<file path="src/rtl/mac_if_pkg.sv">
// Shared widths, beat/word types and the last-word keep helper for the
// engine-to-MAC transmit serializer.
package mac_if_pkg;

  localparam int IN_W   = 256;
  localparam int OUT_W  = 64;
  localparam int WORDS  = IN_W / OUT_W;
  localparam int SIZE_W = 11;
  localparam int PAD_W  = 5;
  localparam int KEEP_W = OUT_W / 8;
  localparam int BEAT_BYTES = IN_W / 8;

  typedef enum logic [1:0] {
    ST_IDLE = 2'd0,
    ST_HDR  = 2'd1,
    ST_DATA = 2'd2
  } state_t;

  typedef struct packed {
    logic [IN_W-1:0]   data;
    logic              startframe;
    logic              endframe;
    logic [SIZE_W-1:0] frame_size;
    logic [PAD_W-1:0]  padbytes;
  } beat_t;

  typedef struct packed {
    logic [KEEP_W-1:0] keep;
    logic [2:0]        nwords;
  } keep_info_t;

  // Word count of an end beat, and the keep mask of word_idx within it
  // (all ones except on the final word, which is filled MSB-first).
  function automatic keep_info_t keep_from_pad(input logic [PAD_W-1:0] pad,
                                               input logic [1:0] word_idx);
    keep_info_t ki;
    logic [5:0] valid;
    valid     = 6'(BEAT_BYTES) - 6'(pad);
    ki.nwords = 3'((valid + 6'd7) >> 3);
    if ({1'b0, word_idx} == ki.nwords - 3'd1) begin
      if (valid[2:0] == 3'd0) ki.keep = '1;
      else                    ki.keep = ~(8'hFF >> valid[2:0]);
    end else begin
      ki.keep = '1;
    end
    return ki;
  endfunction

endpackage

</file>
<file path="src/rtl/mac_tx_frame_serializer_if.sv">
// Beat input (engine side) and word output (NoC side) handshake bundle.
interface mac_tx_frame_serializer_if;
  import mac_if_pkg::*;

  logic              engine_mac_tx_val;
  logic              mac_engine_tx_rdy;
  logic [IN_W-1:0]   engine_mac_tx_data;
  logic              engine_mac_tx_startframe;
  logic              engine_mac_tx_endframe;
  logic [SIZE_W-1:0] engine_mac_tx_frame_size;
  logic [PAD_W-1:0]  engine_mac_tx_padbytes;

  logic              out_val;
  logic              out_rdy;
  logic [OUT_W-1:0]  out_data;
  logic [KEEP_W-1:0] out_keep;
  logic              out_last;

  modport slave (
    input  engine_mac_tx_val, engine_mac_tx_data, engine_mac_tx_startframe,
           engine_mac_tx_endframe, engine_mac_tx_frame_size, engine_mac_tx_padbytes,
    output mac_engine_tx_rdy,
    output out_val, out_data, out_keep, out_last,
    input  out_rdy
  );

  modport master (
    output engine_mac_tx_val, engine_mac_tx_data, engine_mac_tx_startframe,
           engine_mac_tx_endframe, engine_mac_tx_frame_size, engine_mac_tx_padbytes,
    input  mac_engine_tx_rdy,
    input  out_val, out_data, out_keep, out_last,
    output out_rdy
  );

endinterface

</file>
<file path="src/rtl/mac_word_out_reg.sv">
// Single-entry output register slice; accepts a new word whenever empty or
// draining, so a ready sink sees one word per cycle.
module mac_word_out_reg
  import mac_if_pkg::*;
(
  input  logic              clk,
  input  logic              rst,
  input  logic              i_val,
  output logic              o_rdy,
  input  logic [OUT_W-1:0]  i_data,
  input  logic [KEEP_W-1:0] i_keep,
  input  logic              i_last,
  output logic              o_val,
  input  logic              i_rdy,
  output logic [OUT_W-1:0]  o_data,
  output logic [KEEP_W-1:0] o_keep,
  output logic              o_last
);

  logic              r_val;
  logic [OUT_W-1:0]  r_data;
  logic [KEEP_W-1:0] r_keep;
  logic              r_last;

  assign o_rdy = !r_val || i_rdy;

  always_ff @(posedge clk) begin
    if (rst) begin
      r_val  <= 1'b0;
      r_data <= '0;
      r_keep <= '0;
      r_last <= 1'b0;
    end else if (o_rdy) begin
      r_val <= i_val;
      if (i_val) begin
        r_data <= i_data;
        r_keep <= i_keep;
        r_last <= i_last;
      end
    end
  end

  assign o_val  = r_val;
  assign o_data = r_data;
  assign o_keep = r_keep;
  assign o_last = r_last;

endmodule

</file>
<file path="src/rtl/mac_tx_frame_serializer.sv">
// Serializes 256-bit engine frame beats into 64-bit words: optional header
// word with frame_size, then only valid payload bytes with keep/last.
module mac_tx_frame_serializer
  import mac_if_pkg::*;
#(
  parameter bit EMIT_HDR = 1'b1
) (
  input  logic                 clk,
  input  logic                 rst,
  mac_tx_frame_serializer_if.slave bus,
  output logic [31:0]          frames_sent,
  output logic                 proto_err
);

  state_t            r_state, w_state_next;
  logic [IN_W-1:0]   r_buf_data, w_buf_data_next;
  logic              r_buf_end, w_buf_end_next;
  logic [PAD_W-1:0]  r_buf_pad, w_buf_pad_next;
  logic              r_buf_full, w_buf_full_next;
  logic [1:0]        r_idx, w_idx_next;
  logic [SIZE_W-1:0] r_frame_size, w_frame_size_next;
  logic              r_proto_err, w_proto_err_next;
  logic [31:0]       r_frames_sent;

  beat_t             w_beat;
  keep_info_t        w_ki;
  logic [OUT_W-1:0]  w_words [WORDS];
  logic              w_last_word;
  logic              w_word_val, w_word_rdy, w_word_hs, w_word_last;
  logic [OUT_W-1:0]  w_word_data;
  logic [KEEP_W-1:0] w_word_keep;
  logic              w_final_hs, w_frame_open;
  logic              w_in_rdy, w_in_hs;
  logic              w_out_val, w_out_last;
  logic [OUT_W-1:0]  w_out_data;
  logic [KEEP_W-1:0] w_out_keep;

  assign w_beat = '{data:       bus.engine_mac_tx_data,
                    startframe: bus.engine_mac_tx_startframe,
                    endframe:   bus.engine_mac_tx_endframe,
                    frame_size: bus.engine_mac_tx_frame_size,
                    padbytes:   bus.engine_mac_tx_padbytes};

  // Word 0 is the most significant slice of the beat (byte 0 first on the wire).
  genvar gi;
  generate
    for (gi = 0; gi < WORDS; gi++) begin : g_word
      assign w_words[gi] = r_buf_data[IN_W-1-OUT_W*gi -: OUT_W];
    end
  endgenerate

  assign w_ki        = keep_from_pad(r_buf_pad, r_idx);
  assign w_last_word = r_buf_end ? ({1'b0, r_idx} == w_ki.nwords - 3'd1)
                                 : (r_idx == 2'(WORDS - 1));
  assign w_word_hs   = w_word_val && w_word_rdy;
  assign w_final_hs  = (r_state == ST_DATA) && r_buf_full && w_last_word && w_word_hs;
  assign w_frame_open = (r_state == ST_IDLE) || (w_final_hs && r_buf_end);
  assign w_in_rdy    = !rst && (r_state != ST_HDR) && (!r_buf_full || w_final_hs);
  assign w_in_hs     = bus.engine_mac_tx_val && w_in_rdy;

  assign bus.mac_engine_tx_rdy = w_in_rdy;

  always_ff @(posedge clk) begin
    if (rst) begin
      r_state      <= ST_IDLE;
      r_buf_data   <= '0;
      r_buf_end    <= 1'b0;
      r_buf_pad    <= '0;
      r_buf_full   <= 1'b0;
      r_idx        <= '0;
      r_frame_size <= '0;
      r_proto_err  <= 1'b0;
    end else begin
      r_state      <= w_state_next;
      r_buf_data   <= w_buf_data_next;
      r_buf_end    <= w_buf_end_next;
      r_buf_pad    <= w_buf_pad_next;
      r_buf_full   <= w_buf_full_next;
      r_idx        <= w_idx_next;
      r_frame_size <= w_frame_size_next;
      r_proto_err  <= w_proto_err_next;
    end
  end

  // Word presented to the output slice.
  always_comb begin
    w_word_val  = 1'b0;
    w_word_data = '0;
    w_word_keep = '0;
    w_word_last = 1'b0;
    case (r_state)
      ST_HDR: begin
        w_word_val  = 1'b1;
        w_word_data = {{(OUT_W-SIZE_W){1'b0}}, r_frame_size};
        w_word_keep = '1;
      end
      ST_DATA: begin
        if (r_buf_full) begin
          w_word_val  = 1'b1;
          w_word_data = w_words[r_idx];
          w_word_keep = r_buf_end ? w_ki.keep : '1;
          w_word_last = r_buf_end && w_last_word;
        end
      end
      default: ;
    endcase
  end

  always_comb begin
    w_state_next      = r_state;
    w_buf_data_next   = r_buf_data;
    w_buf_end_next    = r_buf_end;
    w_buf_pad_next    = r_buf_pad;
    w_buf_full_next   = r_buf_full;
    w_idx_next        = r_idx;
    w_frame_size_next = r_frame_size;
    w_proto_err_next  = r_proto_err;

    case (r_state)
      ST_IDLE: ;
      ST_HDR: begin
        if (w_word_hs) begin
          w_state_next = ST_DATA;
          w_idx_next   = '0;
        end
      end
      ST_DATA: begin
        if (r_buf_full && w_word_hs) begin
          if (w_last_word) begin
            w_buf_full_next = 1'b0;
            w_idx_next      = '0;
            if (r_buf_end) w_state_next = ST_IDLE;
          end else begin
            w_idx_next = r_idx + 2'd1;
          end
        end
      end
      default: w_state_next = ST_IDLE;
    endcase

    // Beat acceptance overrides the drain bookkeeping above (refill / new frame).
    if (w_in_hs) begin
      if (w_frame_open && !w_beat.startframe) begin
        w_proto_err_next = 1'b1;
      end else begin
        w_buf_data_next = w_beat.data;
        w_buf_end_next  = w_beat.endframe;
        w_buf_pad_next  = w_beat.padbytes;
        w_buf_full_next = 1'b1;
        w_idx_next      = '0;
        if (w_frame_open) begin
          w_frame_size_next = w_beat.frame_size;
          w_state_next      = EMIT_HDR ? ST_HDR : ST_DATA;
        end else if (w_beat.startframe) begin
          w_proto_err_next = 1'b1;
        end
      end
    end
  end

  mac_word_out_reg u_out_reg (
    .clk    (clk),
    .rst    (rst),
    .i_val  (w_word_val),
    .o_rdy  (w_word_rdy),
    .i_data (w_word_data),
    .i_keep (w_word_keep),
    .i_last (w_word_last),
    .o_val  (w_out_val),
    .i_rdy  (bus.out_rdy),
    .o_data (w_out_data),
    .o_keep (w_out_keep),
    .o_last (w_out_last)
  );

  assign bus.out_val  = w_out_val;
  assign bus.out_data = w_out_data;
  assign bus.out_keep = w_out_keep;
  assign bus.out_last = w_out_last;

  always_ff @(posedge clk) begin
    if (rst) r_frames_sent <= '0;
    else if (w_out_val && bus.out_rdy && w_out_last) r_frames_sent <= r_frames_sent + 32'd1;
  end

  assign frames_sent = r_frames_sent;
  assign proto_err   = r_proto_err;

endmodule
</file>
<file path="src/flat_wrapper.sv">
// flat-port wrapper written by rule: the top's interface ports become plain ports
module mac_tx_frame_serializer_flat import mac_if_pkg::*;
#(
  parameter bit EMIT_HDR = 1'b1
)
  (clk, rst, frames_sent, proto_err, bus_engine_mac_tx_val, bus_engine_mac_tx_data, bus_engine_mac_tx_startframe, bus_engine_mac_tx_endframe, bus_engine_mac_tx_frame_size, bus_engine_mac_tx_padbytes, bus_mac_engine_tx_rdy, bus_out_val, bus_out_data, bus_out_keep, bus_out_last, bus_out_rdy);
  mac_tx_frame_serializer_if bus_i ();
  input  logic clk;
  input  logic rst;
  output logic [31:0] frames_sent;
  output logic proto_err;
  input wire logic [$bits(bus_i.engine_mac_tx_val)-1:0] bus_engine_mac_tx_val;
  input wire logic [$bits(bus_i.engine_mac_tx_data)-1:0] bus_engine_mac_tx_data;
  input wire logic [$bits(bus_i.engine_mac_tx_startframe)-1:0] bus_engine_mac_tx_startframe;
  input wire logic [$bits(bus_i.engine_mac_tx_endframe)-1:0] bus_engine_mac_tx_endframe;
  input wire logic [$bits(bus_i.engine_mac_tx_frame_size)-1:0] bus_engine_mac_tx_frame_size;
  input wire logic [$bits(bus_i.engine_mac_tx_padbytes)-1:0] bus_engine_mac_tx_padbytes;
  output wire logic [$bits(bus_i.mac_engine_tx_rdy)-1:0] bus_mac_engine_tx_rdy;
  output wire logic [$bits(bus_i.out_val)-1:0] bus_out_val;
  output wire logic [$bits(bus_i.out_data)-1:0] bus_out_data;
  output wire logic [$bits(bus_i.out_keep)-1:0] bus_out_keep;
  output wire logic [$bits(bus_i.out_last)-1:0] bus_out_last;
  input wire logic [$bits(bus_i.out_rdy)-1:0] bus_out_rdy;
  assign bus_i.engine_mac_tx_val = bus_engine_mac_tx_val;
  assign bus_i.engine_mac_tx_data = bus_engine_mac_tx_data;
  assign bus_i.engine_mac_tx_startframe = bus_engine_mac_tx_startframe;
  assign bus_i.engine_mac_tx_endframe = bus_engine_mac_tx_endframe;
  assign bus_i.engine_mac_tx_frame_size = bus_engine_mac_tx_frame_size;
  assign bus_i.engine_mac_tx_padbytes = bus_engine_mac_tx_padbytes;
  assign bus_mac_engine_tx_rdy = bus_i.mac_engine_tx_rdy;
  assign bus_out_val = bus_i.out_val;
  assign bus_out_data = bus_i.out_data;
  assign bus_out_keep = bus_i.out_keep;
  assign bus_out_last = bus_i.out_last;
  assign bus_i.out_rdy = bus_out_rdy;
  mac_tx_frame_serializer #(.EMIT_HDR(EMIT_HDR)) u_core (.clk(clk), .rst(rst), .bus(bus_i), .frames_sent(frames_sent), .proto_err(proto_err));
endmodule
</file>
<file path="config.mk">
export PLATFORM = sky130hd
export DESIGN_NAME = mac_tx_frame_serializer_flat
export DESIGN_NICKNAME = d
export VERILOG_FILES = /design/src/rtl/mac_if_pkg.sv /design/src/rtl/mac_tx_frame_serializer_if.sv /design/src/rtl/mac_word_out_reg.sv /design/src/rtl/mac_tx_frame_serializer.sv /design/src/flat_wrapper.sv
export SDC_FILE = /design/constraint.sdc
export NUM_CORES = 1
export LEC_CHECK = 0
export CORE_AREA = 2 2 131 261
export CTS_BUF_LIST = sky130_fd_sc_hd__clkbuf_16
export CTS_CLUSTER_SIZE = 28
export DETAILED_ROUTE_END_ITERATION = 6
export DIE_AREA = 0 0 133 263
export GPL_TIMING_DRIVEN = 0
export PLACE_DENSITY = 0.83
export SLEW_MARGIN = 10
export SYNTH_ARGS = -nofsm -noshare
export SYNTH_HDL_FRONTEND = slang
export SYNTH_SLANG_ARGS = --single-unit
</file>
<file path="constraint.sdc">
create_clock -name clk -period 3.2 [get_ports clk]
set_input_delay 0.64 -clock clk [delete_from_list [all_inputs] [get_ports clk]]
set_output_delay 0.64 -clock clk [all_outputs]
set_load 0.01 [all_outputs]
</file>
== Word-level counts from Yosys, hierarchy flattened ==
Cells that the tools add are included.
Cells by class
  add/subtract/negate cells: 5
  $lt $le $gt $ge: 1
  equal/unequal tests: 6
  shift operators: 1
  muxes and demuxes: 37
  bitwise logic cells: 3
  reductions and logical operators: 27
Operators with widths (number)
  64-bit two-way mux: 3
  64-bit binary-select mux with 2-bit select: 1
  64-bit case mux with 2 select lines: 1
  32-bit by 1-bit adder with 32-bit output (second input constant): 1
  8-bit two-way mux: 4
  2-bit two-way mux: 12
  8-bit case mux with 2 select lines: 1
  1-bit logical AND: 13
  1-bit two-way mux: 12
  8-bit NOT: 1
  8-bit by 3-bit >> shifter with 8-bit output (first input constant): 1
  6-bit by 3-bit adder with 6-bit output (second input constant): 1
  2-bit case mux with 3 select lines: 1
  3-bit AND reduction: 2
  6-bit by 5-bit subtractor with 6-bit output (first input constant): 1
  2-bit == test (second input constant): 2
  1-bit logical NOT: 4
  2-bit case mux with 2 select lines: 1
  2-bit AND reduction: 2
  2-bit by 3-bit == test with 1-bit output: 1
  3-bit greater-or-equal comparator (second input constant): 1
  3-bit logical NOT: 1
  1-bit logical OR: 3
  2-bit NOT with 3-bit output: 1
  9 further kinds: 9
Word-level totals
  bits in registers: 385
  input port bits: 278

== Longest topological paths before layout ==
Gate-level depths: netlist of run 1.
  word-level depth: 12
  gate-level depth with buffers: 13
  gate-level depth less buffers: 9

== By module ==
Synthesis of run 1 repeated with hierarchy kept, for this count alone.
Unflattened totals
  cells, all modules: 1672
  area total of the unflattened synthesis: 18098.6 um^2
By module, submodules not included
  mac_tx_frame_serializer: instances 1, cells an instance 1336, area an instance 14905.5 um^2, seq. area each 6226.0 um^2
  mac_word_out_reg: instances 1, cells an instance 336, area an instance 3193.1 um^2, seq. area each 1481.4 um^2

== Worst setup path before layout of run 1 ==
No wires, ideal clock.
  kind: register to register
  start point: register u_core.r_state[0]
  end point: register u_core.r_buf_data[56]
  setup time: 0.070 ns
  arrival time: 2.600 ns
  required time: 3.130 ns
  path slack: 0.530 ns
  cell stages (with the launch flop): 14
  path buffers: 4
  clock period less this slack: 2.670 ns
  path through: dfxtp_1 inv_1 ha_1 and2_1 buf_6 and3_4 a21o_1 ha_1 nor4b_1 buf_2 buf_2 clkbuf_1 nand3_1 a21oi_1
Between the ends
  cells in the longest elaborated chain, start to end: 9
Ends and longest elaborated chain
  start, declared: line mac_tx_frame_serializer.sv:15  | state_t r_state, w_state_next;
  start signal, assigned: line mac_tx_frame_serializer.sv:74  | r_state <= w_state_next;
  2-bit == test / 2-bit by 1-bit == test with 1-bit output (equally long branches): line mac_tx_frame_serializer.sv:56, mac_tx_frame_serializer.sv:91
  1-bit case mux with 2 select lines / 1-bit logical AND (equally long branches): line mac_tx_frame_serializer.sv:91, mac_tx_frame_serializer.sv:56
  1-bit logical AND (on tied branches): line mac_tx_frame_serializer.sv:55, mac_tx_frame_serializer.sv:56
  1-bit logical AND: line mac_tx_frame_serializer.sv:56  | assign w_final_hs = (r_state == ST_DATA) && r_buf_full && w_last_word && w_word_hs;
  1-bit logical AND: line mac_tx_frame_serializer.sv:57  | assign w_frame_open = (r_state == ST_IDLE) || (w_final_hs && r_buf_end);
  1-bit logical OR: line mac_tx_frame_serializer.sv:57
  1-bit logical AND: line mac_tx_frame_serializer.sv:143  | if (w_frame_open && !w_beat.startframe) begin
  1-bit NOT (no line)
  2-bit AND reduction (no line) *
  end signal, assigned: line mac_tx_frame_serializer.sv:75  | r_buf_data <= w_buf_data_next;
  end, declared: line mac_tx_frame_serializer.sv:16  | logic [IN_W-1:0] r_buf_data, w_buf_data_next;
Mark *: on every way between the ends. The rest lies on a longest branch, timed or not.
A chain may end at the register's enable or synchronous reset.

== Final worst setup path of run 1 ==
  start point: register u_core.r_state[1]
  end point: output port bus_mac_engine_tx_rdy
Between the ends
  cells in the longest elaborated chain, start to end: 6
Ends and longest elaborated chain
  2-bit == test / 2-bit by 1-bit == test with 1-bit output (equally long branches): line mac_tx_frame_serializer.sv:56, mac_tx_frame_serializer.sv:91
  1-bit case mux with 2 select lines / 1-bit logical AND (equally long branches): line mac_tx_frame_serializer.sv:91, mac_tx_frame_serializer.sv:56
  1-bit logical AND (on tied branches): line mac_tx_frame_serializer.sv:55, mac_tx_frame_serializer.sv:56
  1-bit logical AND: line mac_tx_frame_serializer.sv:56
  1-bit logical OR: line mac_tx_frame_serializer.sv:58  | assign w_in_rdy = !rst && (r_state != ST_HDR) && (!r_buf_full || w_final_hs);
  1-bit logical AND *: line mac_tx_frame_serializer.sv:58
  end, declared: line flat_wrapper.sv:18  | output wire logic [$bits(bus_i.mac_engine_tx_rdy)-1:0] bus_mac_engine_tx_rdy;
Marks and branches as above.

==> impl_metrics.tcl, run 1 <==
set metrics [dict create \
    switching_share 0.258 \
    syn_nets 2089 \
    clock_skew_ps 17.3 \
    status "finished, violations left" \
    die_area_um2 35000 \
    grt_pass1_vias 16700 \
    chipHeight_um 263 \
    combinationalPowerShare 0.132 \
    setup_tns_ps 0 \
    critPathArrivalTime_ps 2490 \
    grt_max_degree 20 \
    clock_sinks 385 \
    h-tree-depth 2 \
    min_period_ps 3130 \
    num-nets-final 2513 \
    cts_tree "yes" \
    ys_seq_elements 385 \
    end_kind "output pin" \
    powerDensity_nw_per_um2 488 \
    hold_end "u_core.r_buf_data[94]" \
    final_layout_size_suffix_gt1_frac 0.112 \
    p_int_mw 7.95 \
    worst_slack_ps 72.5 \
    wl_mm 62.5 \
    p_total_mw 10.7 \
    drtIter0Drc 1474 \
    root_buffer "clkbuf_16" \
    crit_type "flop to output pin" \
    ys.flop_type "dfxtp_1" \
    io_buffers 385 \
    drv_slew 0 \
    final_common_cell "dfxtp_1" \
    failed_checks "DRC" \
    avgRoutedWirePerCell_um 23.3 \
    finalHoldViolCount 0 \
    cts_buffers 35 \
    peakVddDrop_v 0.000417 \
    first_pass_iters 7 \
    utilization 0.669 \
    fill_cells 2615 \
    yosysSeqAreaShare 0.474 \
    start_kind "flop" \
    hold_slack_ps 474 \
    ys_warn_count 0 \
    timing.fmax_ghz 0.320 \
    insertion_delay_ps 540 \
    ff2ff_path_depth 12 \
    gp_congestion 0.959 \
    initial_utilization 0.496 \
    drc 2 \
    min_path_type "flop to flop" \
    rsz0062_at_grt "yes" \
    antenna_found_initial 6 \
    synthesis.area_um2 16300 \
    maxCapViolations 0 \
    netlist_instances 1800 \
    path_max_fanout 19 \
    synthDistinctLibCells 43 \
    core-area_um2 32800 \
    pwr-share-clk 0.394 \
    rows 94 \
    clk_pin_slew_ps 60 \
    postSynth.asyncResetShare 0 \
    area_delta_synth_final_pct 34.9 \
    dieWidth_um 133 \
    clk_path_buf_depth 3 \
    avgSynthCellArea_um2 9.04 \
    grt-ovfl-total 0 \
    synth_edf_count 0 \
    finalCritPeriodShare 0.977 \
    track_usage 0.347 \
    worstReg2RegEnd "u_core.r_buf_pad[2]" \
    ioPinCount 386 \
    place_ws_ps -820 \
    hold_path_depth 2 \
    viasPerCell 6.13 \
    p_seq_frac 0.475 \
    hp-start "u_core.r_buf_data[94]" \
    drtAntennaViolNets 0 \
    dp.final_hpwl_mm 47.9 \
    r2r-start "u_core.r_state[0]" \
    grt_pass1_wl_mm 93.2 \
    slew_headroom 0.265 \
    setup_viol 0 \
    num_vias 16400 \
    tightest_slew_ps 1100 \
    required_ps 2560 \
    rrSetupSlack_ps 130 \
    switchingPower_mw 2.76 \
    p_leak_nw 7.53 \
    final_cell_mix "dfxtp_1, clkdlybuf4s50_1, nand3_1" \
]
==> Yosys cell counts (all sizes together) (4+ instances only) <==
cell    instances  area share
a21oi         269       0.083
a221oi         12      0.0065
a22oi          55       0.025
a31oi           4      0.0015
and2            4      0.0015
and3            9      0.0038
and4            5      0.0027
buf            70       0.022
clkbuf        127       0.030
dfxtp         385        0.47
ha             11      0.0085
inv            10      0.0023
mux2           11      0.0095
mux4           64       0.089
nand2          11      0.0025
nand3         278       0.086
nand4          14      0.0054
nor2          107       0.025
nor2b          12      0.0046
nor3           17      0.0052
o21ai         273       0.084
xnor2           5      0.0027
xor2           29       0.016
==> metrics by stage <==
| stage | instance area (µm²) | instances |
|---|---|---|
| floorplan | 16300 | 1800 |
| global placement | 20700 | 2617 |
| detailed placement | 20700 | 2617 |
| CTS | 21800 | 2682 |
| global route | 21900 | 2683 |
| finish | 21900 | 2683 |
==> sequential cells by signal, summed over array words and instances, names as in the netlist <==
register / count
u_core.r_buf_data: 256
u_core.u_out_reg.o_data: 64
u_core.r_frame_size: 11
u_core.r_buf_pad: 5
u_core.r_state: 2
u_core.frames_sent: 32
u_core.r_idx: 2
u_core.u_out_reg.o_last: 1
u_core.u_out_reg.o_val: 1
u_core.r_buf_full: 1
u_core.proto_err: 1
u_core.u_out_reg.o_keep: 8
u_core.r_buf_end: 1
==> how the worst max path moves through the flow <==
| stage | end | start | slack [ps] |
|---|---|---|---|
| floorplan | u_core.r_buf_data[56] | u_core.r_state[0] | 530 |
| global placement | u_core.r_buf_data[116] | bus_out_rdy | -730 |
| detailed placement | u_core.r_buf_data[116] | bus_out_rdy | -820 |
| CTS | u_core.r_buf_data[184] | u_core.r_state[0] | 3 |
| global route | bus_mac_engine_tx_rdy | u_core.r_state[1] | -40 |
| finish | bus_mac_engine_tx_rdy | u_core.r_state[1] | 70 |
==> timing repair <==
item / CTS / global route
buffers inserted: 3 / 0
gates resized for setup: 22 / 137
pin swaps: 0 / 0
setup endpoints to repair: 262 / 263
hold buffers: 0 / 0
==> per-layer routing <==
layer | part of all wire | track usage | vias up
li1 | - | - | 7419
met1 | 0.31 | 0.332 | 7761
met2 | 0.52 | 0.634 | 930
met3 | 0.071 | 0.0649 | 318
met4 | 0.094 | 0.285 | 8
met5 | 0.00091 | 0 | -
==> area by class of cell <==
class                      count  area (µm²)  share of cell area
tap                          432         541              0.0246
inverter                      10        37.5             0.00171
buffer                       196         962              0.0439
sequential                   385        7710               0.351
clock inverter                26         193             0.00878
multi-input combinational   1208        7690               0.351
clock buffer                  37         926              0.0422
antenna                        1        2.50            0.000114
timing repair buffer         388        3870               0.177
==> power by group through the flow <==
| stage | Clock, mW | Combinational (mW) | Sequential (mW) |
|---|---|---|---|
| 2_1_floorplan | 0 | 0.649 | 5.14 |
| 3_3_place_gp | 0 | 1.32 | 5.17 |
| 3_5_place_dp | 0 | 1.34 | 5.18 |
| 4_1_cts | 4.22 | 1.36 | 5.07 |
| 5_1_grt | 4.40 | 1.50 | 5.09 |
| 6_report | 4.22 | 1.41 | 5.08 |
==> worst max-delay path, stage by stage (launching register included) <==
cell and delay, ps:
dfxtp_1 410, inv_1 90, ha_1 370, nand3_1 140
o21a_1 230, clkbuf_4 260, nor3_2 160, dlygate4sd2_1 300
==> logic make-up after synthesis <==
logic type / share of synthesized area
buf+inv: 0.0541
mux: 0.0993
xor+xnor: 0.0183
fa+ha+maj: 0.00846
compound gates: 0.204
flops: 0.474
simple gates: 0.142
No activity file was read; power rests on OpenSTA's default activity.
==> run 2: changes to the inputs <==
CTS_BUF_LIST = default   (was sky130_fd_sc_hd__clkbuf_16)
==> run 2 against run 1 <==
  * The run now ends clean
  * Sequential share of layout area down 0.088 points
  * Wire length up 0.18%
  * Combinational power about the same
  * First-iteration DRC count down 11%
  * Flip-flop and latch count unchanged
  * Sequential power about the same
  * Global-route usage about the same
  * Cell count about the same
  * Via count up 0.17%
  * Fmax down 0.52%
  * Critical path depth unchanged
  * Critical path type unchanged
  * Critical endpoint unchanged
  * Highest routed layer unchanged
==> impl_metrics.tcl, run 2 (synthesis gave the netlist of run 1 again) <==
set metrics [dict create \
    cts_buffers 35 \
    start_kind "flop" \
    critPathArrivalTime_ps 2500 \
    path_max_fanout 19 \
    first_pass_iters 6 \
    ioPinCount 386 \
    switchingPower_mw 2.78 \
    final_cell_mix "dfxtp_1, clkdlybuf4s50_1, nand3_1" \
    num_vias 16500 \
    postLayoutCellArea_um2 22000 \
    track_usage 0.347 \
    initial_utilization 0.496 \
    rsz0062_at_grt "yes" \
    peakVddDrop_v 0.000418 \
    gp_congestion 0.959 \
    area_delta_synth_final_pct 35.2 \
    pwr-share-clk 0.406 \
    clk_path_buf_depth 3 \
    finalHoldViolCount 0 \
    grt-ovfl-total 0 \
    slew_headroom 0.243 \
    multiInputGateArea_um2 7700 \
    chipHeight_um 263 \
    clock_skew_ps 14.2 \
    grt_max_degree 20 \
    combinationalPowerShare 0.129 \
    end_kind "output pin" \
    dpl_cell_area_um2 20700 \
    tightest_slew_ps 1140 \
    insertion_delay_ps 540 \
    finalCritPeriodShare 0.982 \
    crit_chain "inv_1, ha_1, nand3_1, o21a_1, clkbuf_4, nor3_2, dlygate4sd2_1" \
    status "finished, final reports clean" \
    required_ps 2560 \
    drtAntennaViolNets 0 \
    die_area_um2 35000 \
    hold_slack_ps 474 \
    p_total_mw 10.9 \
    utilization 0.670 \
    crit_type "flop to output pin" \
    avgRoutedWirePerCell_um 23.3 \
    min_path_type "flop to flop" \
    cp_top_family "buffers and inverters" \
    grt_pass1_vias 16700 \
    dp.final_hpwl_mm 47.9 \
    root_buffer "clkbuf_16" \
    num-nets-final 2511 \
    h-tree-depth 2 \
    timing.fmax_ghz 0.318 \
    p_leak_nw 7.54 \
    regMostFlops "u_core.r_buf_data" \
    p_int_mw 8.16 \
    rows 94 \
    viasPerCell 6.14 \
    fill_cells 2597 \
    holdBufCountCts 0 \
    io_buffers 385 \
    core-area_um2 32800 \
    clk_pin_slew_ps 60 \
    powerDensity_nw_per_um2 497 \
    switching_share 0.254 \
    wl_mm 62.6 \
    drc 0 \
    timing.critical_path.buf_inv 3 \
    final_common_cell "dfxtp_1" \
    cp_slowest_cell "dfxtp_1" \
    drv_slew 0 \
    largest_register_ffs 256 \
    crit_path_max_incr_delay_ps 410 \
    grt_pass1_wl_mm 93.2 \
    setup_viol 0 \
    min_period_ps 3140 \
    drtIter0Drc 1317 \
    cts_tree "yes" \
    maxCapViolations 0 \
    clock_sinks 385 \
    seqCellArea_um2 7710 \
    dieWidth_um 133 \
    final_layout_size_suffix_gt1_frac 0.114 \
    antenna_found_initial 5 \
    p_seq_frac 0.465 \
]
[run 2: path summary, 6_finish.rpt]
check / startpoint / end / slack, ps / cells after the start
max: u_core.r_state[1] / bus_mac_engine_tx_rdy / 60 / 7
min: u_core.r_buf_data[113] / u_core.r_buf_data[113] / 470 / 2
max reg2reg: u_core.r_state[0] / u_core.r_buf_data[27] / 60 / 12
min reg2reg: u_core.r_buf_data[113] / u_core.r_buf_data[113] / 470 / 2
[run 2: layout make-up]
cell class | count | share of cell area
clock buffers | 51 | 0.0481
flip-flops and latches | 385 | 0.350
plain buffers | 194 | 0.0424
clock inverters | 12 | 0.00637
well taps | 432 | 0.0246
diodes | 1 | 0.000114
inverters | 10 | 0.00171
multi-input cells | 1208 | 0.350
repair buffers | 388 | 0.176
[run 2: per-layer routing]
| layer | part of all wire | up-vias | wire length, µm | GRT usage |
|---|---|---|---|---|
| met2 | 0.52 | 958 | 32300 | 0.633 |
| met5 | 0.00091 | - | 57 | 0 |
| met3 | 0.074 | 327 | 4610 | 0.0661 |
| li1 | - | 7422 | - | - |
| met4 | 0.097 | 8 | 6060 | 0.285 |
| met1 | 0.31 | 7749 | 19600 | 0.332 |
[run 2: worst register-to-register path: cells and delay by family (launching register included)]
kind	cells	cell delay, ps
buffers and inverters	4	660
DFF	1	390
AOI/OAI and AO/OA	3	530
adders and majority gates	2	490
and+or+nand+nor	3	920
[run 2: metrics by stage]
step	worst slack, ps	setup TNS [ps]	instances
6_report	56.0	0	2681
3_5_place_dp	-820	-143320	2617
5_1_grt	-56.7	-535	2681
3_3_place_gp	-726	-129230	2617
4_1_cts	1.35	0	2682
2_1_floorplan	530	0	1800
[run 2: power by group through the flow]
stage / clock (mW) / combinational (mW) / sequential [mW]
after floorplan: 0 / 0.649 / 5.14
after global placement: 0 / 1.32 / 5.17
after detailed placement: 0 / 1.34 / 5.18
after CTS: 4.44 / 1.36 / 5.07
after global routing: 4.62 / 1.50 / 5.09
final: 4.44 / 1.41 / 5.08
[run 2: timing repair]
item,CTS,global route
setup buffers,3,0
setup endpoints to repair,262,263
pin swaps,0,0
gates resized for setup,22,150
==> run 3: changes to the inputs <==
CORE_AREA = 2 2 205 167   (was 2 2 131 261)
DIE_AREA = 0 0 207 169   (was 0 0 133 263)
HOLD_SLACK_MARGIN = 0.08   (was default)
==> run 3 against run 2 <==
  * The flow now finishes with violations (DRC)
  * Cell area hardly changed
  * Via count is 0.63% higher
  * Wire length is 3.5% lower
  * Core utilization is 0.46 points lower
  * Non-clock buffer count is 1 higher
  * Clock power hardly changed
  * Clock skew is 1.9 ps lower
  * Die area hardly changed
  * Cell count is 0.19% higher
  * Total power hardly changed
  * Critical path type is now input pin to output pin
  * Largest cell class unchanged
  * Largest power group unchanged
  * Highest routed layer is now met4
==> impl_metrics.tcl, run 3 (synthesis gave the netlist of run 1 again) <==
set metrics [dict create \
    dieWidth_um 207 \
    grtUsageMet2 0.528 \
    grt_pass1_vias 16100 \
    setup_viol 0 \
    drv_slew 0 \
    cts_buffers 39 \
    clk_pin_slew_ps 60 \
    maxCapViolations 0 \
    dp.final_hpwl_mm 46.0 \
    clock_sinks 385 \
    drtIter0Drc 2082 \
    area_delta_synth_final_pct 35.2 \
    antenna_found_initial 1 \
    critPathArrivalTime_ps 2540 \
    slew_headroom 0.258 \
    drc 8 \
    crit_type "input pin to output pin" \
    largest_register_ffs 256 \
    finalHoldViolCount 0 \
    clk_path_buf_depth 3 \
    ioPinCount 386 \
    final_common_cell "dfxtp_1" \
    worst_slack_ps 19.0 \
    failed_checks "DRC" \
    path_max_fanout 10 \
    tightest_slew_ps 1110 \
    num-nets-final 2516 \
    viasPerCell 6.17 \
    powerDensity_nw_per_um2 497 \
    gp_congestion 0.956 \
    p_leak_nw 7.50 \
    cts_tree "yes" \
    insertion_delay_ps 530 \
    place_ws_ps -913 \
    finalCritPeriodShare 0.994 \
    hold_slack_ps 476 \
    avgRoutedWirePerCell_um 22.5 \
    fill_cells 2637 \
    track_usage 0.335 \
    end_kind "output pin" \
    num_vias 16600 \
    rsz0062_at_grt "yes" \
    h-tree-depth 2 \
    rows 60 \
    chipHeight_um 169 \
    core-area_um2 33000 \
    postLayoutCellArea_um2 22000 \
    grt-ovfl-total 0 \
    initial_utilization 0.492 \
    io_buffers 385 \
    peakVddDrop_v 0.000384 \
    wl_mm 60.4 \
    grt_max_degree 20 \
    first_pass_iters 7 \
    clock_skew_ps 12.3 \
    drtAntennaViolNets 0 \
    min_path_type "flop to flop" \
    final_cell_mix "dfxtp_1, clkdlybuf4s50_1, nand3_1" \
    grt_pass1_wl_mm 91.1 \
    use_met3 0.0672 \
    met1_usage 0.450 \
    root_buffer "clkbuf_16" \
    final_layout_size_suffix_gt1_frac 0.105 \
    p_total_mw 10.9 \
    dpl_cell_area_um2 20700 \
    top_usage_layer "met2" \
    timing.fmax_ghz 0.314 \
    die_area_um2 35000 \
    start_kind "input pin" \
    regMostFlops "u_core.r_buf_data" \
    status "finished, violations left" \
    min_period_ps 3180 \
    rrSetupSlack_ps 50 \
    required_ps 2560 \
]
## run 3: path summary, 6_finish.rpt
| path | startpoint | to | depth (start not counted) |
|---|---|---|---|
| worst max register to register | u_core.r_state[0] | u_core.r_buf_data[8] | 12 |
| worst min-delay path | u_core.r_buf_data[64] | u_core.r_buf_data[64] | 2 |
| worst min register to register | u_core.r_buf_data[64] | u_core.r_buf_data[64] | 2 |
| worst max-delay path | rst | bus_mac_engine_tx_rdy | 5 |
## run 3: where the power goes
group	leakage [nW]	internal, mW	switching (mW)	total, mW
logic	3.78	0.629	0.758	1.39
registers	3.12	4.97	0.108	5.08
clock network	0.595	2.56	1.89	4.45
## run 3: through the flow
step            util  TNS [ps]  cells
4_1_cts        0.665     -15.3   2686
6_report       0.666         0   2686
3_3_place_gp   0.626   -155990   2619
5_1_grt        0.666     -90.8   2685
3_5_place_dp   0.626   -168280   2619
2_1_floorplan      -         0   1800
## run 3: routing by layer
metal | vias up | part of all wire
li1 | 7414 | -
met1 | 7909 | 0.40
met2 | 1069 | 0.45
met3 | 175 | 0.11
met4 | 0 | 0.043
met5 | - | 0
## run 3: critical path, cell delays in order
cell and delay [ps]:
clkdlybuf4s50_1 550, clkbuf_1 490, clkbuf_2 440, nor3_2 100, dlygate4sd2_1 310
## run 3: cell type report
cell class                      count  area (µm²)  share of cell area
Antenna cell                        1        2.50            0.000114
Clock inverter                      7        66.3             0.00302
Inverter                           10        37.5             0.00171
Clock buffer                       58        1150              0.0523
Sequential cell                   385        7710               0.351
Timing Repair Buffer              388        3870               0.176
Multi-Input combinational cell   1208        7700               0.350
Tap cell                          434         543              0.0247
Buffer                            195         906              0.0412
## run 3: repair_timing
item                       4_1_cts  5_1_grt
buffers inserted                 3        0
hold buffers                     0        0
resized for setup               31       56
cloned                           0        0
setup endpoints to repair      264      255
